### src/rtl/tdm_pkg.sv
// Shared types and constants for the TDM frame receive path.
// Slot indices are 2-bit and wrap naturally from 3 back to 0.
package tdm_pkg;

    localparam int SLOT_W = 2;
    localparam int NSLOT  = 4;

    typedef enum logic {
        HUNT = 1'b0,
        RUN  = 1'b1
    } state_t;

    localparam logic [SLOT_W-1:0] SLOT0 = 2'd0;
    localparam logic [SLOT_W-1:0] SLOT1 = 2'd1;
    localparam logic [SLOT_W-1:0] SLOT2 = 2'd2;
    localparam logic [SLOT_W-1:0] SLOT3 = 2'd3;

    function automatic logic [SLOT_W-1:0] slot_inc(input logic [SLOT_W-1:0] s);
        return SLOT_W'(s + 1'b1);
    endfunction

endpackage

### src/rtl/tdm_demux4_dec2to4.sv
// 2-to-4 one-hot decoder of a slot index, gated by an enable.
// Drives the per-slot write strobes of the frame receiver.
module dec2to4
    import tdm_pkg::*;
(
    input  logic [SLOT_W-1:0] sel,
    input  logic              en,
    output logic [NSLOT-1:0]  onehot
);

    always_comb begin
        onehot = '0;
        if (en) begin
            case (sel)
                SLOT0:   onehot = 4'b0001;
                SLOT1:   onehot = 4'b0010;
                SLOT2:   onehot = 4'b0100;
                SLOT3:   onehot = 4'b1000;
                default: onehot = '0;
            endcase
        end
    end

endmodule

### src/rtl/tdm_demux4.sv
// Receive-side TDM demultiplexer: collects four-slot frames into shadow
// registers and presents complete frames atomically with a one-cycle strobe.
//
// state | meaning
// HUNT  | not framed; waiting for a beat carrying start-of-frame
// RUN   | framed; slot tracks the position of the next accepted beat
module tdm_demux4
    import tdm_pkg::*;
#(
    parameter int WIDTH = 8,
    parameter int NSLOT = 4
) (
    input  logic              clk,
    input  logic              rst_n,
    input  logic              in_valid,
    input  logic [WIDTH-1:0]  in_data,
    input  logic              in_sof,
    output logic [WIDTH-1:0]  out_ch0,
    output logic [WIDTH-1:0]  out_ch1,
    output logic [WIDTH-1:0]  out_ch2,
    output logic [WIDTH-1:0]  out_ch3,
    output logic              out_valid,
    output logic              out_err,
    output logic [SLOT_W-1:0] slot,
    output logic              locked
);

    localparam logic [SLOT_W-1:0] LAST_SLOT = SLOT_W'(NSLOT - 1);

    state_t                    state;
    logic [WIDTH-1:0]          shadow0;
    logic [WIDTH-1:0]          shadow1;
    logic [WIDTH-1:0]          shadow2;
    logic [SLOT_W-1:0]         wr_sel;
    logic                      wr_en;
    logic [tdm_pkg::NSLOT-1:0] wr_hot;
    logic                      frame_done;

    // A beat with SOF always restarts at slot 0, whatever slot we expected;
    // a beat without SOF at slot 0 is a framing error and writes nothing.
    assign wr_sel = in_sof ? SLOT0 : slot;
    assign wr_en  = in_valid && (in_sof || (state == RUN && slot != SLOT0));

    dec2to4 u_dec (
        .sel    (wr_sel),
        .en     (wr_en),
        .onehot (wr_hot)
    );

    // The last slot bypasses the shadows and goes straight to out_ch3.
    assign frame_done = wr_hot[LAST_SLOT];

    always_ff @(posedge clk or negedge rst_n) begin
        if (!rst_n) begin
            state     <= HUNT;
            slot      <= SLOT0;
            locked    <= 1'b0;
            shadow0   <= '0;
            shadow1   <= '0;
            shadow2   <= '0;
            out_ch0   <= '0;
            out_ch1   <= '0;
            out_ch2   <= '0;
            out_ch3   <= '0;
            out_valid <= 1'b0;
            out_err   <= 1'b0;
        end else begin
            out_valid <= 1'b0;
            out_err   <= 1'b0;

            if (wr_hot[0]) shadow0 <= in_data;
            if (wr_hot[1]) shadow1 <= in_data;
            if (wr_hot[2]) shadow2 <= in_data;

            if (in_valid) begin
                case (state)
                    HUNT: begin
                        if (in_sof) begin
                            state  <= RUN;
                            locked <= 1'b1;
                            slot   <= SLOT1;
                        end
                    end
                    RUN: begin
                        if (in_sof) begin
                            out_err <= (slot != SLOT0);
                            slot    <= SLOT1;
                        end else if (slot == SLOT0) begin
                            out_err <= 1'b1;
                            state   <= HUNT;
                            locked  <= 1'b0;
                            slot    <= SLOT0;
                        end else if (frame_done) begin
                            out_ch0   <= shadow0;
                            out_ch1   <= shadow1;
                            out_ch2   <= shadow2;
                            out_ch3   <= in_data;
                            out_valid <= 1'b1;
                            slot      <= SLOT0;
                        end else begin
                            slot <= slot_inc(slot);
                        end
                    end
                endcase
            end
        end
    end

endmodule
### config.mk
export PLATFORM = sky130hd
export DESIGN_NAME = tdm_demux4
export DESIGN_NICKNAME = d
export VERILOG_FILES = /design/src/rtl/tdm_pkg.sv /design/src/rtl/tdm_demux4_dec2to4.sv /design/src/rtl/tdm_demux4.sv
export SDC_FILE = /design/constraint.sdc
export NUM_CORES = 1
export LEC_CHECK = 0
export CAP_MARGIN = 20
export CORE_MARGIN = 4
export CORE_UTILIZATION = 40
export CTS_CLUSTER_DIAMETER = 150
export DETAILED_ROUTE_END_ITERATION = 16
export PLACE_DENSITY = 0.71
export SYNTH_ARGS = -nofsm -noshare
export SYNTH_HDL_FRONTEND = slang
export SYNTH_SLANG_ARGS = --single-unit
### constraint.sdc
create_clock -name clk -period 5.56 [get_ports clk]
set_clock_uncertainty 0.1 [all_clocks]
set_input_delay 1.39 -clock clk [delete_from_list [all_inputs] [get_ports clk]]
set_output_delay 1.39 -clock clk [all_outputs]
set_load 0.05 [all_outputs]
**Word-level counts from Yosys, hierarchy flattened**

Index checks and enable logic that the tools add are counted.

- Bits in registers: 62
- Input port bits: 12
- Output and inout port bits: 37
- Logic and storage cells: 56

- Add/subtract/negate cells: 1
- Eq/ne operators: 6
- Muxes and demuxes: 25
- Bitwise logic cells: 3
- Reduce and logical (&&, ||, !) cells: 9

Operators by type and width:

| cell | number |
|---|---|
| $pmux W4 S4 | 1 |
| $mux W1 | 15 |
| $mux W2 | 5 |
| $reduce_and A5 Y1 | 1 |
| $eq A2 B2 Y1 const B | 2 |
| $logic_not A2 Y1 | 2 |
| $mux W4 | 1 |
| $ne A2 B2 Y1 const B | 2 |
| $pmux W1 S2 | 2 |
| $pmux W2 S2 | 1 |
| $reduce_and A4 Y1 | 1 |
| $not A1 Y1 | 3 |
| $add A2 B1 Y2 const B | 1 |
| $eq A2 B1 Y1 const B | 1 |
| $logic_and A1 B1 Y1 | 2 |
| $ne A2 B1 Y1 const B | 1 |
| $reduce_and A2 Y1 | 1 |
| $reduce_bool A2 Y1 | 1 |
| $logic_or A1 B1 Y1 | 1 |

**Depth between registers and ports, before layout**

Gate-level depths: netlist (run 1).

- Word-level depth: 10
- Gate-level depth with buffers: 9
- Gate-level depth less buffers: 6

**Hierarchy**

From an unflattened synthesis (run 1), not the netlist that was laid out.

- Cells, all modules: 161
- Area, all modules: 2588.7 µm²

Modules (own cells, without submodules):

| module | times used | cells each | area an instance (µm²) | seq. area each (µm²) |
|---|---|---|---|---|
| tdm_demux4 | 1 | 157 | 2551.2 | 1551.5 |
| dec2to4 | 1 | 4 | 37.5 | 0.0 |

**Least setup slack after synthesis (run 1)**

Ideal clock, no wire load.

- Path kind: in2reg
- Start: input port in_sof
- End: register out_ch0[0]
- Setup time: 0.125 ns
- Arrival: 2.592 ns
- Required time: 5.335 ns
- Path slack: 2.743 ns
- Stages: 6
- Buffers on the path: 3
- Cell sequence: buf_6 > and4bb_4 > and4_1 > buf_6 > buf_12 > mux2_4

- Cells in the longest elaborated chain, start to end: 5
- Elaborated cells between the ends (all ways): 11
- Classes of those cells: 3 x eq/ne; 3 x mux; 1 x bitwise; 4 x reduce/logical

Ends and longest elaborated chain:

| what | line | text |
|---|---|---|
| start: declaration | tdm_demux4.sv:17 | `input logic in_sof,` |
| $mux W2 | tdm_demux4.sv:41 | `assign wr_sel = in_sof ? SLOT0 : slot;` |
| $eq A2 B2 Y1 (tied with other cells) | tdm_demux4_dec2to4.sv:14 | `case (sel)` |
| $pmux W4 S4 | tdm_demux4_dec2to4.sv:14 |  |
| $mux W4 | tdm_demux4_dec2to4.sv:13 | `if (en) begin` |
| $reduce_and A5 Y1 (no source line) * | n/a |  |
| end signal: assignment | tdm_demux4.sv:94 | `out_ch0 <= shadow0;` |
| end: declaration | tdm_demux4.sv:18 | `output logic [WIDTH-1:0] out_ch0,` |

Mark *: on every way between the ends. The rest lies on a longest branch, timed or not.
A chain may end at the register's enable or synchronous reset.

**Worst setup path in the final report (run 1)**

- Start: input port in_valid
- End: register out_ch1[3]

- Cells in the longest elaborated chain, start to end: 3

Ends and longest elaborated chain:

| what | line | text |
|---|---|---|
| start: declaration | tdm_demux4.sv:15 | `input logic in_valid,` |
| $logic_and A1 B1 Y1 | tdm_demux4.sv:42 | `assign wr_en = in_valid && (in_sof \|\| (state == RUN && slot != SLOT0));` |
| $mux W4 | tdm_demux4_dec2to4.sv:13 |  |
| $reduce_and A5 Y1 (no source line) * | n/a |  |
| end signal: assignment | tdm_demux4.sv:95 | `out_ch1 <= shadow1;` |
| end: declaration | tdm_demux4.sv:19 | `output logic [WIDTH-1:0] out_ch1,` |

Marks and branches as above.

==> metrics, run 1 <==
status=completed; initial antenna violation count=0; area leader, netlist=dfrtp_1; total gr overflow=0; met3 usage=4.75%; Post-CTS Hold Buffers=0; slowest stage cell, crit path=and4_2; Final HPWL DP=2.85 mm; Hold Fails Final Rpt=0; area share of the largest cell type after synthesis=59.6%; Critical Path Start=in_valid; startpoint types=input port; initial core utilization=41.0%; top post-synthesis cells by area=dfrtp_1 60%, mux2_4 17%, mux2_2 11%; min-delay src=shadow2[1]; most used routing layer=met2; drt first pass iters=4; CP bufs+invs=1; CTS tree=built; LEAKAGE=1.52 nW; NetSw=0.539 mW; Setup crit end kind=flip-flop; Clock Pin Slew Worst Setup and Hold Paths=70 ps; Top Ports=49; post-synthesis cell count=156; Main synth FF type=dfrtp_1; antenna cells=0; routability cong.=0.719; cts repair resizes=0; Clk network pwr share=28.0%; CP Data Required Time=5680 ps; pre-CTS setup slack=1500 ps; largest net degree at the start of global routing=63; placed cell count=274; die width=88.7 um; number of library cell types mapped by synthesis=24; Worst R2R Start=slot[0]; PwrDens=487 nW/um^2; min-delay worst type=reg2reg; part of the power in combinational logic=32.0%; CTS sink cnt=62; die area=7860 um^2; number of flops mapped to enable cells by yosys=0; Internal Power=1.07 mW; fin. max-slew vios=0; Final Instance Area=3310 um^2; Placed Area=3080 um^2; Synth Warn #=0; worst vdd ir=0.195 mV; setup repair after global routing missed its margin=false; met1 usage=17.1%; min Tclk post-route=3690 ps; sw frac=33.4%; die height=88.7 um; cts bufs inserted=9; Wirelength per Cell=15.5 um; final setup fails=0; H-tree levels=3; cells along the critical path=clkdlybuf4s50_1, and4bb_4, and4_2, mux2_2; synthesis-stage register bit count=62; initial drt markers=48; # Post-CTS Setup Buffers=0; CP Max Fanout=32; area of the mapped netlist=2600 um^2; ANT nets after route=0; Root Buffer=clkbuf_8; max-cap violations=0; vias per cell=4.86; core area=6350 um^2; via count=1408; Row Count=29; GRT Total Usage=12.9%; FFs w/ async S/R, synth=100%; Slew @ Worst Pin=1080 ps; worst skew pair latency=330 ps; delay-heaviest family, CP=simple AND/OR/NAND/NOR gates; critical path class=in2reg; non-filler instance count after layout=290; delay of the slowest cell on the worst path=990 ps; DRC Markers=0; fin nets=223; fin util=52.2%; slew margin rel.=27.7%; sequential-to-total area share from yosys stat=59.6%; Crit path arrival time=3800 ps; first-pass GRT wire length=7.29 mm; maximum clock insertion buffer count=2; fmax=0.271 GHz; IO Port Bufs=48; GR Layer Usage met2=18.4%; Worst Slack Setup Final=1870 ps; vias in the first global route=1462; period utilization=66.3%; drt total wl=4.50 mm; Avg Cell Area, Syn=16.7 um^2; layout cells sized above 1=37.6%; setup_tns=0 ps; Synthesized Nets=171; sequential power share=40.0%; area added between synthesis and finish=27.3%
placed cells by master, fill, tap and decap left out, drive strengths merged:
cell type and n:
dfrtp 62, mux2 56, clkdlybuf4s50 47, clkbuf 11, inv 5, nand2 4, a21oi 3, ha 3
nand3 3, o21ai 3, bufinv 2, and3 2, clkinv 2, buf 2, and4bb 1, and4 1
a32o 1, nor2 1, a31oi 1, nor4b 1, nor3b 1, clkinvlp 1
cell usage after synthesis (2+ instances only):
cell type	instances
buf_6	2
mux2_2	26
ha_1	3
mux2_4	30
a21oi_1	3
buf_4	2
o21ai_0	2
inv_1	5
nand3_2	2
dfrtp_1	62
buf_12	3
nand2_1	4
flip-flops by register name, summed over array words and instances (netlist names):
| name | count |
|---|---|
| out_ch0 | 8 |
| shadow1 | 8 |
| out_ch1 | 8 |
| state | 1 |
| out_ch2 | 8 |
| shadow2 | 8 |
| out_err | 1 |
| out_valid | 1 |
| shadow0 | 8 |
| out_ch3 | 8 |
| slot | 2 |
| locked | 1 |
area by class of cell:
class | instances | area (um^2)
Sequential cell | 62 | 1550
Multi-Input combinational cell | 81 | 931
Tap cell | 77 | 96.3
Inverter | 5 | 18.8
Fill cell | 520 | 3040
Clock buffer | 11 | 151
Timing Repair Buffer | 49 | 483
Clock inverter | 5 | 81.3
layer usage:
layer	share of wire [%]	up-vias
li1	-	657
met1	47	704
met2	45	36
met3	5.8	11
met4	2.3	0
met5	0	-
cells by family after synthesis:
family                     count (synthesis)  synth area share (%)
and+or+nand+nor                           14                  3.80
muxes                                     56                  28.6
DFF                                       62                  59.6
adders and majority gates                  3                  1.44
AOI/OAI and AO/OA                          8                  1.92
buffers and inverters                     13                  4.66
power by group through the flow:
stage               Sequential [mW]  Clock (mW)  Combinational [mW]
finish                        0.645       0.452               0.517
CTS                           0.647       0.464               0.523
detailed placement            0.654           0               0.522
global route                  0.661       0.492               0.550
global placement              0.649           0               0.514
floorplan                     0.819           0               0.192
worst paths after layout:
kind                              end  slack [ps]  cells past startpoint
max in group asynchronous  shadow0[5]        3730                      2
hold / removal             out_ch2[1]         400                      1
min in group asynchronous  shadow2[0]        1110                      2
setup reg to reg           out_ch1[3]        2630                      5
hold reg to reg            out_ch2[1]         400                      1
setup / recovery           out_ch1[3]        1870                      4
per-stage QoR:
step                power (mW)  hold WS [ps]
floorplan                 1.01           374
global placement          1.16           383
detailed placement        1.18           386
CTS                       1.63           403
global route              1.70           415
finish                    1.61           401
(Power assumes the default switching activity.)
==> run 2, diff against run 1 <==
--- a/config.mk
+++ b/config.mk
@@ -10,7 +10,7 @@
 export CORE_UTILIZATION = 40
 export CTS_CLUSTER_DIAMETER = 150
 export DETAILED_ROUTE_END_ITERATION = 16
-export PLACE_DENSITY = 0.71
+export PLACE_DENSITY = 0.73
 export SYNTH_ARGS = -nofsm -noshare
 export SYNTH_HDL_FRONTEND = slang
 export SYNTH_SLANG_ARGS = --single-unit
==> constraint.sdc (replaced) <==
create_clock -name clk -period 3 [get_ports clk]
set_clock_uncertainty 0.1 [all_clocks]
set_input_delay 0.75 -clock clk [delete_from_list [all_inputs] [get_ports clk]]
set_output_delay 0.75 -clock clk [all_outputs]
set_load 0.05 [all_outputs]
==> metrics, run 2 (synthesized netlist as in run 1, its figures left out) <==
status=completed; critical path class=reg2out; Final HPWL DP=3.05 mm; CTS sink cnt=62; Root Buffer=clkbuf_8; setup repair after global routing missed its margin=false; startpoint types=flip-flop; core area=6350 um^2; largest net degree at the start of global routing=63; PwrDens=882 nW/um^2; ANT nets after route=0; via count=1418; Wirelength per Cell=15.8 um; Hold Fails Final Rpt=0; drt first pass iters=3; GR Layer Usage met2=18.7%; met1 usage=18.5%; most used routing layer=met2; delay-heaviest family, CP=buffers and inverters; Setup crit end kind=output pin; met3 usage=6.15%; min-delay worst type=in2async; total gr overflow=0; area added between synthesis and finish=29.2%; LEAKAGE=1.54 nW; initial core utilization=41.0%; cells along the critical path=clkdlybuf4s50_1; slew margin rel.=61.1%; cts bufs inserted=9; vias in the first global route=1429; die area=7860 um^2; period utilization=83.9%; Post-CTS Hold Buffers=0; setup_tns=0 ps; maximum clock insertion buffer count=2; Slew @ Worst Pin=584 ps; pre-CTS setup slack=239 ps; antenna cells=0; die width=88.7 um; first-pass GRT wire length=7.51 mm; CP bufs+invs=1; routability cong.=0.750; Top Ports=49; Crit path arrival time=1670 ps; slowest stage cell, crit path=clkdlybuf4s50_1; die height=88.7 um; min Tclk post-route=2520 ps; drt total wl=4.60 mm; fin nets=226; H-tree levels=3; layout cells sized above 1=38.1%; worst vdd ir=0.518 mV; IO Port Bufs=48; Worst Slack Setup Final=483 ps; DRC Markers=0; initial drt markers=54; delay of the slowest cell on the worst path=860 ps; final setup fails=0; vias per cell=4.86; fmax=0.397 GHz; worst skew pair latency=330 ps; # Post-CTS Setup Buffers=0; Row Count=29; initial antenna violation count=0; CTS tree=built; most common cell after layout, fill and taps aside=dfrtp_1; CP Data Required Time=2150 ps; fin. max-slew vios=0; Clock Pin Slew Worst Setup and Hold Paths=70 ps; cts repair resizes=0; GRT Total Usage=13.4%; max-cap violations=0; CP Max Fanout=9; most frequent cells in the layout=62 x dfrtp_1, 47 x clkdlybuf4s50_1, 30 x mux2_4, 26 x mux2_2, 11 x clkbuf_8; fillcell total=497
run 2: per-stage QoR:
stage                     hold WS, ps  util (%)  power (mW)  instances  cell area (um^2)
final                             316      52.9        2.97        292              3360
after global routing              325      52.9        3.14        292              3360
after CTS                         320      52.9        3.01        292              3360
after detailed placement          387      49.5        2.19        277              3140
after global placement            381      49.5        2.16        277              3140
after floorplan                   354         -        1.87        156              2600
run 2: path summary, 6_finish.rpt:
kind | start | to | slack (ps) | cells after the start
worst min-delay path | rst_n | out_ch0[0] | 320 | 2
worst max-delay path | slot[0] | slot[0] | 480 | 1
min in group clk | shadow0[5] | out_ch0[5] | 400 | 1
worst max register to register | slot[0] | out_ch2[7] | 630 | 6
worst min register to register | shadow0[5] | out_ch0[5] | 400 | 1
max in group asynchronous | rst_n | out_ch3[7] | 2210 | 2
run 2: final cells by class:
type / count / area, um^2 / share of cell area, %
flip-flops and latches: 62 / 1550 / 46.1
multi-input cells: 81 / 931 / 27.7
repair buffers: 52 / 543 / 16.2
clock buffers: 11 / 151 / 4.50
well taps: 77 / 96.3 / 2.87
clock inverters: 4 / 70.1 / 2.08
inverters: 5 / 18.8 / 0.558
run 2: worst register-to-register path: stages, from the launching register on:
cell and delay (ps):
dfrtp_1 480, inv_1 110, ha_1 290, and4bb_4 410, and4_2 310, buf_12 200, mux2_2 360
run 2: power breakdown:
group | leakage (nW) | internal [mW] | switching [mW]
combinational | 0.611 | 0.426 | 0.536
clock | 0.115 | 0.505 | 0.300
sequential | 0.817 | 1.06 | 0.141
total | 1.54 | 1.99 | 0.977
run 2: metal layers:
| metal | up-vias | share of wire, % | wire length, um |
|---|---|---|---|
| li1 | 664 | - | - |
| met1 | 710 | 47 | 2150 |
| met2 | 40 | 47 | 2150 |
| met3 | 4 | 6.0 | 274 |
| met4 | 0 | 0.65 | 30 |
| met5 | - | 0 | 0 |
==> run 3, diff against run 2 <==
--- a/config.mk
+++ b/config.mk
@@ -10,7 +10,7 @@
 export CORE_UTILIZATION = 40
 export CTS_CLUSTER_DIAMETER = 150
 export DETAILED_ROUTE_END_ITERATION = 16
-export PLACE_DENSITY = 0.73
+export PLACE_DENSITY = 0.71
 export SYNTH_ARGS = -nofsm -noshare
 export SYNTH_HDL_FRONTEND = slang
 export SYNTH_SLANG_ARGS = --single-unit
==> constraint.sdc (replaced) <==
create_clock -name clk -period 2.6 [get_ports clk]
set_clock_uncertainty 0.1 [all_clocks]
set_input_delay 0.65 -clock clk [delete_from_list [all_inputs] [get_ports clk]]
set_output_delay 0.65 -clock clk [all_outputs]
set_load 0.05 [all_outputs]
==> metrics, run 3 (synthesized netlist as in run 1, its figures left out) <==
status=completed; fin. max-slew vios=0; initial antenna violation count=0; Clk network pwr share=25.3%; fin nets=231; die area=7860 um^2; IO Port Bufs=48; cells along the critical path=clkdlybuf4s50_1; Internal Power=2.22 mW; CP bufs+invs=1; Worst R2R Start=slot[1]; total gr overflow=0; min-delay worst type=in2async; Wirelength per Cell=15.4 um; H-tree levels=3; delay of the slowest cell on the worst path=850 ps; slowest stage cell, crit path=clkdlybuf4s50_1; first-pass GRT wire length=7.67 mm; sequential power share=40.8%; min Tclk post-route=2400 ps; fmax=0.416 GHz; largest net degree at the start of global routing=63; R2R Setup Slk=350 ps; NetSw=1.14 mW; CP Data Required Time=1850 ps; R2R depth=6; Final HPWL DP=2.98 mm; Slew @ Worst Pin=535 ps; area added between synthesis and finish=29.9%; period utilization=92.4%; drt first pass iters=2; vias per cell=4.81; via count=1432; delay-heaviest family, CP=buffers and inverters; setup_tns=0 ps; fin util=53.2%; startpoint types=flip-flop; Post-CTS Hold Buffers=0; routability cong.=0.722; Root Buffer=clkbuf_8; cts repair resizes=0; Crit path arrival time=1650 ps; non-filler instance count after layout=298; Top Ports=49; slew margin rel.=64.2%; CTS tree=built; DRC Markers=0; most common cell after layout, fill and taps aside=dfrtp_1; cts bufs inserted=9; CP Max Fanout=8; hold slack final=208 ps; max-cap violations=0; worst vdd ir=0.580 mV; PwrDens=994 nW/um^2; CTS sink cnt=62; maximum clock insertion buffer count=2; core area=6350 um^2; Hold Fails Final Rpt=0; final setup fails=0; die width=88.7 um; critical path class=reg2out; Row Count=29; terminus of the critical flop-to-flop path=out_ch1[2]; layout cells sized above 1=38.9%; initial drt markers=54; sw frac=33.9%; part of the power in combinational logic=33.8%; placed cell count=282; most frequent cells in the layout=62 x dfrtp_1, 47 x clkdlybuf4s50_1, 30 x mux2_4, 26 x mux2_2, 11 x clkbuf_8; worst skew pair latency=330 ps; # Post-CTS Setup Buffers=0; GRT Total Usage=13.4%; Final Instance Area=3380 um^2; antenna cells=0; Clock Pin Slew Worst Setup and Hold Paths=70 ps; ANT nets after route=0; drt total wl=4.58 mm; die height=88.7 um; vias in the first global route=1489; Placed Area=3180 um^2; setup repair after global routing missed its margin=false; LEAKAGE=1.55 nW; initial core utilization=41.0%; Setup crit end kind=output pin
[run 3: final cells by class]
type | instances | area, um^2
Multi-Input combinational cell | 81 | 931
Inverter | 5 | 18.8
Clock inverter | 3 | 42.5
Timing Repair Buffer | 57 | 581
Tap cell | 77 | 96.3
Fill cell | 537 | 2970
Clock buffer | 13 | 159
Sequential cell | 62 | 1550
[run 3: stage by stage]
| step | setup slack [ps] | power [mW] |
|---|---|---|
| final | 199 | 3.36 |
| after detailed placement | 113 | 2.54 |
| after floorplan | 57.8 | 2.16 |
| after CTS | 174 | 3.40 |
| after global routing | 114 | 3.55 |
| after global placement | 138 | 2.51 |
[run 3: power groups by stage]
stage | Clock [mW] | Combinational [mW] | Sequential, mW
after floorplan | 0 | 0.412 | 1.75
after global placement | 0 | 1.13 | 1.38
after detailed placement | 0 | 1.15 | 1.39
after CTS | 0.875 | 1.15 | 1.37
after global routing | 0.933 | 1.21 | 1.41
final | 0.851 | 1.14 | 1.37
[run 3: how the worst max path moves through the flow]
stage / start / depth (start not counted) / end / slack, ps
after floorplan: slot[0] / 8 / out_ch0[0] / 60
after global placement: in_sof / 5 / out_ch2[2] / 140
after detailed placement: in_sof / 5 / out_ch0[4] / 110
after CTS: slot[1] / 1 / slot[1] / 170
after global routing: slot[1] / 1 / slot[1] / 110
final: slot[1] / 1 / slot[1] / 200
[run 3: routing by layer]
metal  share of wire, %  wire length [um]  track usage [%]  vias to the layer above
met4                1.4                63             7.42                        0
met3                4.9               224             4.38                        7
li1                   -                 -                -                      677
met5                  0                 0                0                        -
met1                 46              2110             17.1                      715
met2                 48              2180             20.2                       33
